**src/rtl/gray_conv_pkg.sv**
```systemverilog
// Shared constants and types for the Gray-to-binary conversion arbiter.
package gray_conv_pkg;

    localparam int DEF_N_REQ = 4;
    localparam int DEF_WIDTH = 4;

    typedef enum logic {
        ST_EMPTY = 1'b0,
        ST_FULL  = 1'b1
    } out_state_t;

    localparam logic [15:0] CNT_MAX = 16'hFFFF;

endpackage

```
**src/rtl/gray_to_bin_core.sv**
```systemverilog
// Combinational Gray-to-binary converter: each binary bit is the XOR
// of all Gray bits at and above its position.
module gray_to_bin_core #(
    parameter int WIDTH = 4
) (
    input  logic [WIDTH-1:0] gray,
    output logic [WIDTH-1:0] binary
);

    logic acc;

    always_comb begin
        binary = '0;
        acc    = 1'b0;
        for (int k = WIDTH - 1; k >= 0; k--) begin
            acc       = acc ^ gray[k];
            binary[k] = acc;
        end
    end

endmodule

```
**src/rtl/gray_conv_arbiter.sv**
```systemverilog
// Round-robin arbiter sharing one Gray-to-binary core among N_REQ requesters.
// Optional transfer counter enabled by GRAY_CONV_ARB_CNT_EN.
module gray_conv_arbiter
    import gray_conv_pkg::*;
#(
    parameter  int N_REQ = DEF_N_REQ,
    parameter  int WIDTH = DEF_WIDTH,
    localparam int ID_W  = $clog2(N_REQ)
) (
    input  logic                   clk,
    input  logic                   rst,
    input  logic [N_REQ-1:0]       req_valid,
    input  logic [N_REQ*WIDTH-1:0] req_gray,
    output logic [N_REQ-1:0]       req_ready,
    output logic                   out_valid,
    output logic [WIDTH-1:0]       out_binary,
    output logic [ID_W-1:0]        out_id,
    input  logic                   out_ready
`ifdef GRAY_CONV_ARB_CNT_EN
    ,
    input  logic                   cnt_clr,
    output logic [15:0]            conv_count
`endif
);

    out_state_t      state;
    out_state_t      state_nxt;
    logic [ID_W-1:0] rr_ptr;
    logic [ID_W-1:0] grant_id;
    logic [ID_W-1:0] ptr_nxt;
    logic            grant_any;
    logic            slot_free;
    logic            xfer;
    logic [WIDTH-1:0] gray_sel;
    logic [WIDTH-1:0] bin_sel;
    int              idx;

    // Scan offsets high to low so the lowest offset from rr_ptr wins.
    always_comb begin
        grant_any = 1'b0;
        grant_id  = '0;
        idx       = 0;
        for (int k = N_REQ - 1; k >= 0; k--) begin
            idx = int'(rr_ptr) + k;
            if (idx >= N_REQ) begin
                idx = idx - N_REQ;
            end
            if (req_valid[idx]) begin
                grant_any = 1'b1;
                grant_id  = ID_W'(idx);
            end
        end
    end

    assign slot_free = (state == ST_EMPTY) || out_ready;
    assign xfer      = grant_any && slot_free && !rst;
    assign out_valid = (state == ST_FULL);

    always_comb begin
        req_ready = '0;
        if (xfer) begin
            req_ready[grant_id] = 1'b1;
        end
    end

    assign gray_sel = req_gray[grant_id*WIDTH +: WIDTH];

    gray_to_bin_core #(
        .WIDTH (WIDTH)
    ) u_core (
        .gray   (gray_sel),
        .binary (bin_sel)
    );

    assign ptr_nxt = (grant_id == ID_W'(N_REQ - 1)) ? '0 : grant_id + ID_W'(1);

    always_ff @(posedge clk or posedge rst) begin
        if (rst) begin
            state <= ST_EMPTY;
        end else begin
            state <= state_nxt;
        end
    end

    always_comb begin
        state_nxt = state;
        unique case (state)
            ST_EMPTY: begin
                if (xfer) begin
                    state_nxt = ST_FULL;
                end
            end
            ST_FULL: begin
                if (xfer) begin
                    state_nxt = ST_FULL;
                end else if (out_ready) begin
                    state_nxt = ST_EMPTY;
                end
            end
            default: state_nxt = ST_EMPTY;
        endcase
    end

    // Result and ID hold stale values after the consumer drains them.
    always_ff @(posedge clk or posedge rst) begin
        if (rst) begin
            out_binary <= '0;
            out_id     <= '0;
            rr_ptr     <= '0;
        end else if (xfer) begin
            out_binary <= bin_sel;
            out_id     <= grant_id;
            rr_ptr     <= ptr_nxt;
        end
    end

`ifdef GRAY_CONV_ARB_CNT_EN
    always_ff @(posedge clk or posedge rst) begin
        if (rst) begin
            conv_count <= '0;
        end else if (cnt_clr) begin
            conv_count <= '0;
        end else if (xfer && conv_count != CNT_MAX) begin
            conv_count <= conv_count + 16'd1;
        end
    end
`endif

endmodule

```
**config.mk**
```make
export PLATFORM = sky130hd
export DESIGN_NAME = gray_conv_arbiter
export DESIGN_NICKNAME = d
export VERILOG_FILES = /design/src/rtl/gray_conv_pkg.sv /design/src/rtl/gray_to_bin_core.sv /design/src/rtl/gray_conv_arbiter.sv
export SDC_FILE = /design/constraint.sdc
export NUM_CORES = 1
export LEC_CHECK = 0
export BUFFER_PORTS_ARGS = -buffer_cell sky130_fd_sc_hd__buf_2
export CAP_MARGIN = 20
export CORE_MARGIN = 2
export CORE_UTILIZATION = 49
export DETAILED_ROUTE_END_ITERATION = 10
export PLACE_DENSITY_LB_ADDON = 0.3
export SKIP_LAST_GASP = 1
export SYNTH_ARGS = -nofsm -noshare
export SYNTH_HDL_FRONTEND = slang
export SYNTH_SLANG_ARGS = --single-unit
```
**constraint.sdc**
```tcl
create_clock -name clk -period 3.7 [get_ports clk]
set_clock_uncertainty 0.15 [all_clocks]
set_input_delay 0.74 -clock clk [delete_from_list [all_inputs] [get_ports clk]]
set_output_delay 0.74 -clock clk [all_outputs]
set_load 0.01 [all_outputs]
```
==> impl_metrics.ini, run 1 <==
[worst_hold_path]
worstHoldStart = out_id[0]
min_path_type = register to register

[synthesis]
ys_seq_elements = 9
synth-seq-area-share_pct = 29.0
syn_area_per_cell_um2 = 8.43
ys_types = 34
synthCells = 92
syn_nets = 119
yosys_warnings = 0
syn_area_um2 = 776

[routing]
wl_mm = 1.93
vias = 852
via_per_inst = 5.84
drc_errors = 0
drt_iter0_drc = 15
dr.pass1.iters = 4
drtAntennaViolNets = 0
wl_per_cell_um = 13.2

[clock_network]
cts_setup_buffers = 0
htree_levels = 1
cts_buffer_depth = 2
path_clk_slew_ps = 60
clock-sinks = 9
cts_tree = done
root_buffer = clkbuf_4
numCtsBuffers = 3
cts.hold.buffers_added = 0
clock_latency_ps = 260
ctsResizeCount = 0

[timing]
finalSetupTns_ps = 0
hold_violations = 0
min_period_ps = 3040
worstMarginPinSlew_ps = 459
slew_headroom_pct = 69.0
max_freq_mhz = 329
rsz0062_at_grt = no
finalMaxSlewViolations = 0
finalSetupViolCount = 0
period_share_pct = 82.1

[final_layout]
seqCellArea_um2 = 225
multi_input_area_um2 = 528
nFillCells = 139
drive_gt1_share_pct = 37.7
utilization_pct = 67.3
antenna_cells = 0
area_delta_synth_final_pct = 29.2
nets = 158

[setup_path]
crit_chain = buf_2, nor2b_1, a221o_2, nand2_2, inv_1, ha_1, and2_1, buf_2
critical_path_buf_inv_count = 3
critPathMaxFanout = 9
rr_startpoint = rr_ptr[1]
worstSetupStartpointType = input port
cp-startpoint = req_valid[2]
cpPeakStageDelay_ps = 420
cpLargestDelayFamily = simple AND/OR/NAND/NOR gates
crit_slowest_cell = a221o_2
critPathRequiredTime_ps = 2810
cp-end-kind = output pin
worst-setup-path-type = input port to output pin
critPathArrivalTime_ps = 2150
cp_common_cell = buf_2

[pwr]
peakVddDrop_uv = 392
power_leakage_nw = 0.519
powerDensity_nw_per_um2 = 562

[grt]
grt_pass1_vias = 836
groute.usage.overall_pct = 22.5
gr-total-overflow = 0
grt_max_degree = 11
antenna_found_initial = 0
grt_first_pass_wirelength_mm = 3.24

[die]
die_width_um = 43.8
die_h_um = 43.8
core_um2 = 1490
pin_count = 34
row_count = 14
die_area_um2 = 1920
start_util_pct = 52.1

[job]
cap_violations = 0

[placed_design]
dp_hpwl_mm = 1.59
port_buffers = 33
place_congestion = 0.823

[status]
status = finished clean
## synthesized netlist by cell type
cell | count | share of area (%)
o21bai_2 | 1 | 1.5
nand3_1 | 8 | 5.2
dfrtp_1 | 9 | 29
nand2_2 | 2 | 1.6
ha_1 | 4 | 6.5
a21boi_1 | 1 | 0.97
o22ai_1 | 1 | 0.81
mux2i_1 | 1 | 1.3
nor3_1 | 1 | 0.64
and3_1 | 8 | 6.5
inv_1 | 3 | 1.5
clkbuf_1 | 2 | 0.97
o211ai_1 | 2 | 1.9
nor4_1 | 1 | 0.81
a31oi_1 | 2 | 1.6
or4_1 | 1 | 0.97
o41ai_1 | 1 | 1.1
a21o_1 | 1 | 0.97
a211oi_1 | 2 | 1.9
o31ai_1 | 2 | 1.9
inv_2 | 1 | 0.48
nor2_1 | 5 | 2.4
a21oi_1 | 2 | 1.3
nor2b_1 | 4 | 3.2
nor3_4 | 1 | 2.1
and2_1 | 4 | 3.2
a221oi_1 | 1 | 1.1
a221o_2 | 1 | 1.5
nand2b_1 | 2 | 1.6
nand2_1 | 7 | 3.4
a211oi_2 | 4 | 6.5
o22a_1 | 1 | 1.1
o21ai_0 | 5 | 3.2
o21ba_1 | 1 | 1.3
## cells in the final DEF (no fill, tap or decap), types with 2 or more instances in the layout
cell	netlist	final
a211oi_1	2	2
a211oi_2	4	4
a21oi_1	2	2
a31oi_1	2	2
and2_1	4	4
and3_1	8	8
buf_2	0	33
buf_4	0	3
clkbuf_4	0	3
dfrtp_1	9	9
ha_1	4	4
inv_1	3	3
nand2_1	7	7
nand2_2	2	2
nand2b_1	2	2
nand3_1	8	8
nor2_1	5	5
nor2b_1	4	4
o211ai_1	2	2
o21ai_0	5	5
o31ai_1	2	2
## kinds of logic after synthesis
kind of cell / Yosys count / share of synthesized area, %
AOI/OAI and AO/OA: 28 / 28.7
adders and majority gates: 4 / 6.45
buffers and inverters: 6 / 2.90
DFF: 9 / 29.0
muxes: 1 / 1.29
and+or+nand+nor: 44 / 31.6
## path summary, 6_finish.rpt
check | to | cells after the start | slack [ps]
min in group asynchronous | out_binary[3] | 3 | 330
hold / removal | out_id[0] | 1 | 320
hold reg to reg | out_id[0] | 1 | 320
max in group asynchronous | out_binary[0] | 3 | 2930
setup reg to reg | out_binary[0] | 7 | 1240
setup / recovery | req_ready[2] | 8 | 660
## where the power goes
group / total (mW) / internal [mW] / switching, mW
combinational: 0.328 / 0.141 / 0.187
clock: 0.0767 / 0.0416 / 0.0351
sequential: 0.158 / 0.134 / 0.0248
## registers in the layout, indices dropped and copies added (netlist names)
| signal | flops |
|---|---|
| out_valid | 1 |
| out_binary | 4 |
| rr_ptr | 2 |
| out_id | 2 |
## metrics by stage
step                cells  setup slack (ps)  hold WS (ps)  area, µm²  total power, mW
finish                146               661           325       1000            0.563
global route          146               554           346       1000            0.616
CTS                   146               653           327       1000            0.566
detailed placement    142               656           312        976            0.486
global placement      142               715           306        976            0.475
floorplan              92               981           366        776            0.387
## area by class of cell
class	count	area share, %
Inverter	4	1.50
Clock buffer	4	2.62
Sequential cell	9	22.5
Timing Repair Buffer	36	18.7
Multi-Input combinational cell	77	52.7
Tap cell	16	2.00
## worst reg2reg max path: cells and delay by family (launching register included)
kind	cells	cell delay, ps
AOI/OAI and AO/OA	3	900
and+or+nand+nor	4	870
DFF	1	450
## metal layers
layer | share of wire (%) | up-vias | track usage (%)
li1 | - | 421 | -
met3 | 5.6 | 6 | 8.75
met2 | 51 | 29 | 39.1
met1 | 41 | 396 | 24.0
met4 | 1.6 | 0 | 9.70
met5 | 0 | - | 0
No activity file was read; power rests on OpenSTA's default activity.
==> inputs of run 2 (changes only) <==
--- a/config.mk
+++ b/config.mk
@@ -5,6 +5,7 @@
 export SDC_FILE = /design/constraint.sdc
 export NUM_CORES = 1
 export LEC_CHECK = 0
+export ABC_AREA = 1
 export BUFFER_PORTS_ARGS = -buffer_cell sky130_fd_sc_hd__buf_2
 export CAP_MARGIN = 20
 export CORE_MARGIN = 2
==> constraint.sdc (replaced) <==
create_clock -name clk -period 3 [get_ports clk]
set_clock_uncertainty 0.15 [all_clocks]
set_input_delay 0.6 -clock clk [delete_from_list [all_inputs] [get_ports clk]]
set_output_delay 0.6 -clock clk [all_outputs]
set_load 0.01 [all_outputs]
==> run 2 against run 1 <==
Register-to-register slack worse by 680 ps; sequential power up 42%; critical path depth grew 5; clock power increased by 25%; sequential cell count is the same; die area increased by 24%; worst setup slack worse by 480 ps; global-route usage down 0.76 points; via count increased by 31%; non-clock buffer count increased by 7; critical endpoint is now req_ready[0].
==> impl_metrics.ini, run 2 <==
[timing]
slew_headroom_pct = 49.1
finalSetupViolCount = 0
min_period_ps = 2820
finalMaxSlewViolations = 0
finalSetupTns_ps = 0
worstMarginPinSlew_ps = 759
period_share_pct = 94.0
max_freq_mhz = 354
hold_violations = 0
hold_ws_ps = 137

[clock_network]
cts_tree = done
cts_buffer_depth = 2
path_clk_slew_ps = 60
clock-sinks = 9
htree_levels = 1
numCtsBuffers = 3
clock_latency_ps = 270
root_buffer = clkbuf_4

[setup_path]
critical_path_buf_inv_count = 5
crit_chain = buf_4, nand2_2, nand3_1, nand2_1, inv_2, nand2_1, nand3_4, nand2_4, inv_4, ha_1, inv_1, nor2_1, buf_2
cp_common_cell = nand2_1
critPathArrivalTime_ps = 2070
critPathMaxFanout = 7
worst-setup-path-type = register to output pin
crit_slowest_cell = dfrtp_2
worstSetupStartpointType = register
critPathRequiredTime_ps = 2250
cpPeakStageDelay_ps = 440
cpLargestDelayFamily = simple AND/OR/NAND/NOR gates
cp-end-kind = output pin

[synthesis]
synth_top_family_by_area = simple AND/OR/NAND/NOR gates
syn_area_per_cell_um2 = 6.27
synth-compound-area-share_pct = 8.39
ys_seq_elements = 9
netlist.area_leader.share_pct = 22.9
yosys_warnings = 0
synthArstFlopShare_pct = 100
synth_edf_count = 0
synth-simple-area-share_pct = 52.1
synthFlopType = dfrtp_1
yosys-mux-area-fraction_pct = 0
synth_top_cell_by_area = dfrtp_1
yosys-top-cells-area = dfrtp_1 23%, nand2_1 20%, nand3_1 12%, nand2_2 10%, inv_1 6.5%
syn_nets = 184
synth-seq-area-share_pct = 22.9
synthXorXnorAreaFrac_pct = 0
synthCells = 157
synthTopCellsByCount = 53 x nand2_1, 23 x nand3_1, 17 x inv_1
synth_fa_ha_area_share_pct = 5.08
yosysMostFrequentCell = nand2_1
syn_area_um2 = 985
ys_types = 22

[die]
core_um2 = 1920
start_util_pct = 51.2
die_width_um = 48.8
die_h_um = 48.8
row_count = 16
die_area_um2 = 2380
pin_count = 34

[routing]
drtAntennaViolNets = 0
via_per_inst = 4.91
wl_per_cell_um = 10.7
dr.pass1.iters = 4
drc_errors = 0
dr_wl_met3_um = 116
dr_wl_met2_mm = 1.22
wl_met1_mm = 1.04
top_layer = met4
wl_mm = 2.43
vias = 1119
drt_iter0_drc = 25

[final_layout]
seqCellArea_um2 = 226
largest_register_ff_count = 4
nets = 229
antenna_cells = 0
drive_gt1_share_pct = 36.8
final_common_cell = nand2_1
reg_top3 = out_binary (4), out_id (2), rr_ptr (2)
largest-register = out_binary
multi_input_area_um2 = 663
finish.instance_area_um2 = 1270
nFillCells = 190
area_delta_synth_final_pct = 29.4
layout_common_cells = 52 x nand2_1, 33 x buf_2, 23 x nand3_1, 17 x inv_1, 17 x nand2_2

[job]
cap_violations = 0

[grt]
antenna_found_initial = 0
grt_max_degree = 15
grt_pass1_vias = 982
groute.usage.overall_pct = 21.8
gr-total-overflow = 0
grt_first_pass_wirelength_mm = 4.10

[pwr]
powerDensity_nw_per_um2 = 1400
power_leakage_nw = 0.740
peakVddDrop_uv = 765

[placed_design]
port_buffers = 33
place_area_um2 = 1170
dp_hpwl_mm = 1.83
place_congestion = 0.842

[status]
status = finished clean

[worst_hold_path]
min_path_type = input port to asynchronous set/reset pin
[run 2: cell types whose count changed after synthesis, moves of 3 or more]
cell | previous run | this run
a211oi_2 | 4 | 0
and2_1 | 4 | 1
and3_1 | 8 | 0
inv_1 | 3 | 17
inv_2 | 1 | 4
nand2_1 | 7 | 53
nand2_2 | 2 | 16
nand3_1 | 8 | 23
nor2b_1 | 4 | 0
[run 2: layer usage]
metal | up-vias | GRT usage (%)
met5 | - | 0
met4 | 0 | 11.4
met2 | 39 | 36.8
li1 | 590 | -
met1 | 485 | 28.2
met3 | 5 | 0.920
[run 2: what timing repair did]
item                       in CTS  in global routing
gates resized for setup         0                  6
setup endpoints to repair       0                  4
setup buffers                   0                  7
hold buffers                    0                  0
[run 2: report_power, final]
group | total (mW) | switching, mW | internal, mW
clock network | 0.0961 | 0.0447 | 0.0514
logic | 1.46 | 0.908 | 0.550
registers | 0.224 | 0.0426 | 0.182
[run 2: path summary, 6_finish.rpt]
path / slack (ps) / cells after the start / to / start
hold reg to reg: 330 / 2 / out_id[0] / out_id[0]
min in group clk: 330 / 2 / out_id[0] / out_id[0]
hold / removal: 140 / 2 / out_valid / rst
setup reg to reg: 560 / 18 / out_binary[0] / rr_ptr[0]
setup / recovery: 180 / 13 / req_ready[0] / rr_ptr[0]
max in group asynchronous: 2300 / 2 / rr_ptr[0] / rst
[run 2: logic make-up after synthesis]
kind of cell,count (synthesis)
buffers and inverters,24
and+or+nand+nor,106
DFF,9
AOI/OAI and AO/OA,14
adders and majority gates,4
[run 2: area by class of cell]
type | instances | share of cell area (%)
multi-input cells | 124 | 52.1
repair buffers | 43 | 18.9
flip-flops and latches | 9 | 17.8
inverters | 21 | 6.58
well taps | 27 | 2.65
clock buffers | 4 | 2.06
[run 2: stage by stage]
| step | cells | utilization, % | setup slack, ps | power [mW] |
|---|---|---|---|---|
| after floorplan | 157 | - | 552 | 1.27 |
| after global placement | 217 | 60.9 | 339 | 1.46 |
| after detailed placement | 217 | 60.9 | 317 | 1.52 |
| after CTS | 221 | 62.3 | 101 | 1.62 |
| after global routing | 228 | 66.3 | -5.42 | 2.00 |
| final | 228 | 66.3 | 179 | 1.78 |
[run 2: worst reg2reg max path: stages (launching register included)]
cell	delay, ps
dfrtp_2	440
buf_4	190
nand2_2	90
nand3_1	90
nand2_1	100
inv_2	50
nand2_1	90
nand3_4	120
nand2_4	120
buf_4	210
nand2_1	90
nand2_1	70
nand2_1	60
nand2_1	100
nand2_2	70
nand3_1	60
nand2_1	90
nand3_1	80
nand2_1	50
==> inputs of run 3 (changes only) <==
--- a/config.mk
+++ b/config.mk
@@ -8,6 +8,7 @@
 export ABC_AREA = 1
 export BUFFER_PORTS_ARGS = -buffer_cell sky130_fd_sc_hd__buf_2
 export CAP_MARGIN = 20
+export CORE_ASPECT_RATIO = 0.7
 export CORE_MARGIN = 2
 export CORE_UTILIZATION = 49
 export DETAILED_ROUTE_END_ITERATION = 10
==> run 3 against run 2 <==
Global-route usage shrank 2.0 points; largest cell class unchanged; die area grew 0.23%; maximum frequency shrank 0.79%; sequential cell count is the same; clock power shrank 5.8%; via count shrank 1.3%.
==> impl_metrics.ini, run 3 (synthesis gave the netlist of run 2 again) <==
[pwr]
swShare_pct = 55.8
powerDensity_nw_per_um2 = 1390
totalPowerFinal_mw = 1.74
peakVddDrop_uv = 797
p_int_mw = 0.768
power_leakage_nw = 0.731
p_seq_share_pct = 12.7
p_switching_mw = 0.970
combinationalPowerShare_pct = 82.1
clock_power_share_pct = 5.2

[setup_path]
worst-path-stages = 13
crit_chain = buf_4, nand2_2, nand3_1, nand2_1, inv_2, nand2_1, nand3_4, nand2_8, inv_2, ha_1, inv_1, nor2_1, buf_2
rr_startpoint = rr_ptr[0]
cpLargestDelayFamily = simple AND/OR/NAND/NOR gates
r2r_slack_ps = 600
worst-setup-path-type = register to output pin
worstReg2RegEnd = out_binary[0]
cp-startpoint = rr_ptr[0]
critPathMaxFanout = 9
cp-end-kind = output pin
crit_end = req_ready[2]
worstSetupStartpointType = register
ff2ff_path_depth = 12
cpPeakStageDelay_ps = 440
crit_slowest_cell = dfrtp_2
critical_path_buf_inv_count = 5
critPathArrivalTime_ps = 2090
critPathRequiredTime_ps = 2250

[placed_design]
dp_hpwl_mm = 1.85
port_buffers = 33
dp.cells = 211
place_congestion = 0.901

[grt]
gr-total-overflow = 0
grt_first_pass_wirelength_mm = 3.85
grt_max_degree = 17
antenna_found_initial = 0
grt_pass1_vias = 934
groute.usage.overall_pct = 19.7

[routing]
dr_wl_met3_um = 198
wl_met1_mm = 1.13
dr_wl_met2_um = 959
dr.pass1.iters = 5
vias = 1105
drtAntennaViolNets = 0
drc_errors = 0
wl_mm = 2.30
drt_iter0_drc = 50
top_layer = met4
wl_per_cell_um = 10.4
via_per_inst = 5.00

[timing]
finalMaxSlewViolations = 0
rsz0062_at_grt = no
worstMarginPinSlew_ps = 692
hold_ws_ps = 162
slew_headroom_pct = 53.5
max_freq_mhz = 352
finalSetupTns_ps = 0
min_period_ps = 2840
hold_violations = 0
period_share_pct = 94.8
finalSetupViolCount = 0

[final_layout]
area_delta_synth_final_pct = 27.1
reg_top3 = out_binary (4), out_id (2), rr_ptr (2)
drive_gt1_share_pct = 36.2
largest-register = out_binary
nets = 227
utilization_pct = 66.9
antenna_cells = 0
stdcell_count = 221
largest_register_ff_count = 4
final_common_cell = nand2_1
nFillCells = 160
layout_common_cells = 53 x nand2_1, 33 x buf_2, 23 x nand3_1, 17 x inv_1, 16 x nand2_2

[clock_network]
clock-sinks = 9
cts_buffer_depth = 2
cts.hold.buffers_added = 0
htree_levels = 1
numCtsBuffers = 3
cts_tree = done
root_buffer = clkbuf_4
path_clk_slew_ps = 60
clock_latency_ps = 250

[die]
core_um2 = 1870
row_count = 13
pin_count = 34
die_area_um2 = 2390
die_h_um = 41.5
start_util_pct = 52.6
die_width_um = 57.6

[job]
cap_violations = 0

[worst_hold_path]
min_path_type = input port to asynchronous set/reset pin

[status]
status = finished clean
[run 3: repair_timing]
| action | 4_1_cts | 5_1_grt |
|---|---|---|
| hold endpoints to repair | 0 | 0 |
| setup buffers | 0 | 6 |
| setup endpoints to repair | 0 | 4 |
| gates resized for setup | 0 | 5 |
[run 3: final cells by class]
cell class | instances | area [µm²] | share of cell area [%]
Clock buffer | 4 | 26.3 | 2.10
Inverter | 21 | 81.3 | 6.50
Multi-Input combinational cell | 124 | 664 | 53.1
Sequential cell | 9 | 226 | 18.1
Tap cell | 22 | 27.5 | 2.20
Timing Repair Buffer | 41 | 225 | 18.0
[run 3: metal layers]
| layer | up-vias | global-route usage, % |
|---|---|---|
| li1 | 586 | - |
| met1 | 463 | 30.1 |
| met2 | 54 | 29.8 |
| met3 | 2 | 1.25 |
| met4 | 0 | 5.58 |
| met5 | - | 0 |
[run 3: worst min path at each step]
stage	startpoint	endpoint	slack [ps]	cells past startpoint
6_report	rst	out_binary[0]	160	2
3_3_place_gp	out_binary[2]	out_binary[2]	310	2
4_1_cts	rst	out_binary[2]	170	2
5_1_grt	rst	out_binary[0]	180	2
3_5_place_dp	out_binary[2]	out_binary[2]	310	2
2_1_floorplan	rst	out_binary[0]	280	1
[run 3: per-stage QoR]
stage	setup slack [ps]	cell area (µm²)
2_1_floorplan	552	985
3_5_place_dp	194	1160
4_1_cts	12.7	1180
5_1_grt	1.40	1250
6_report	156	1250
3_3_place_gp	227	1160
[run 3: power groups by stage]
| stage | logic, mW | registers (mW) | clock network [mW] |
|---|---|---|---|
| 3_3_place_gp | 1.23 | 0.221 | 0 |
| 5_1_grt | 1.62 | 0.232 | 0.0987 |
| 4_1_cts | 1.26 | 0.219 | 0.0924 |
| 6_report | 1.43 | 0.221 | 0.0905 |
| 3_5_place_dp | 1.26 | 0.221 | 0 |
| 2_1_floorplan | 1.04 | 0.233 | 0 |
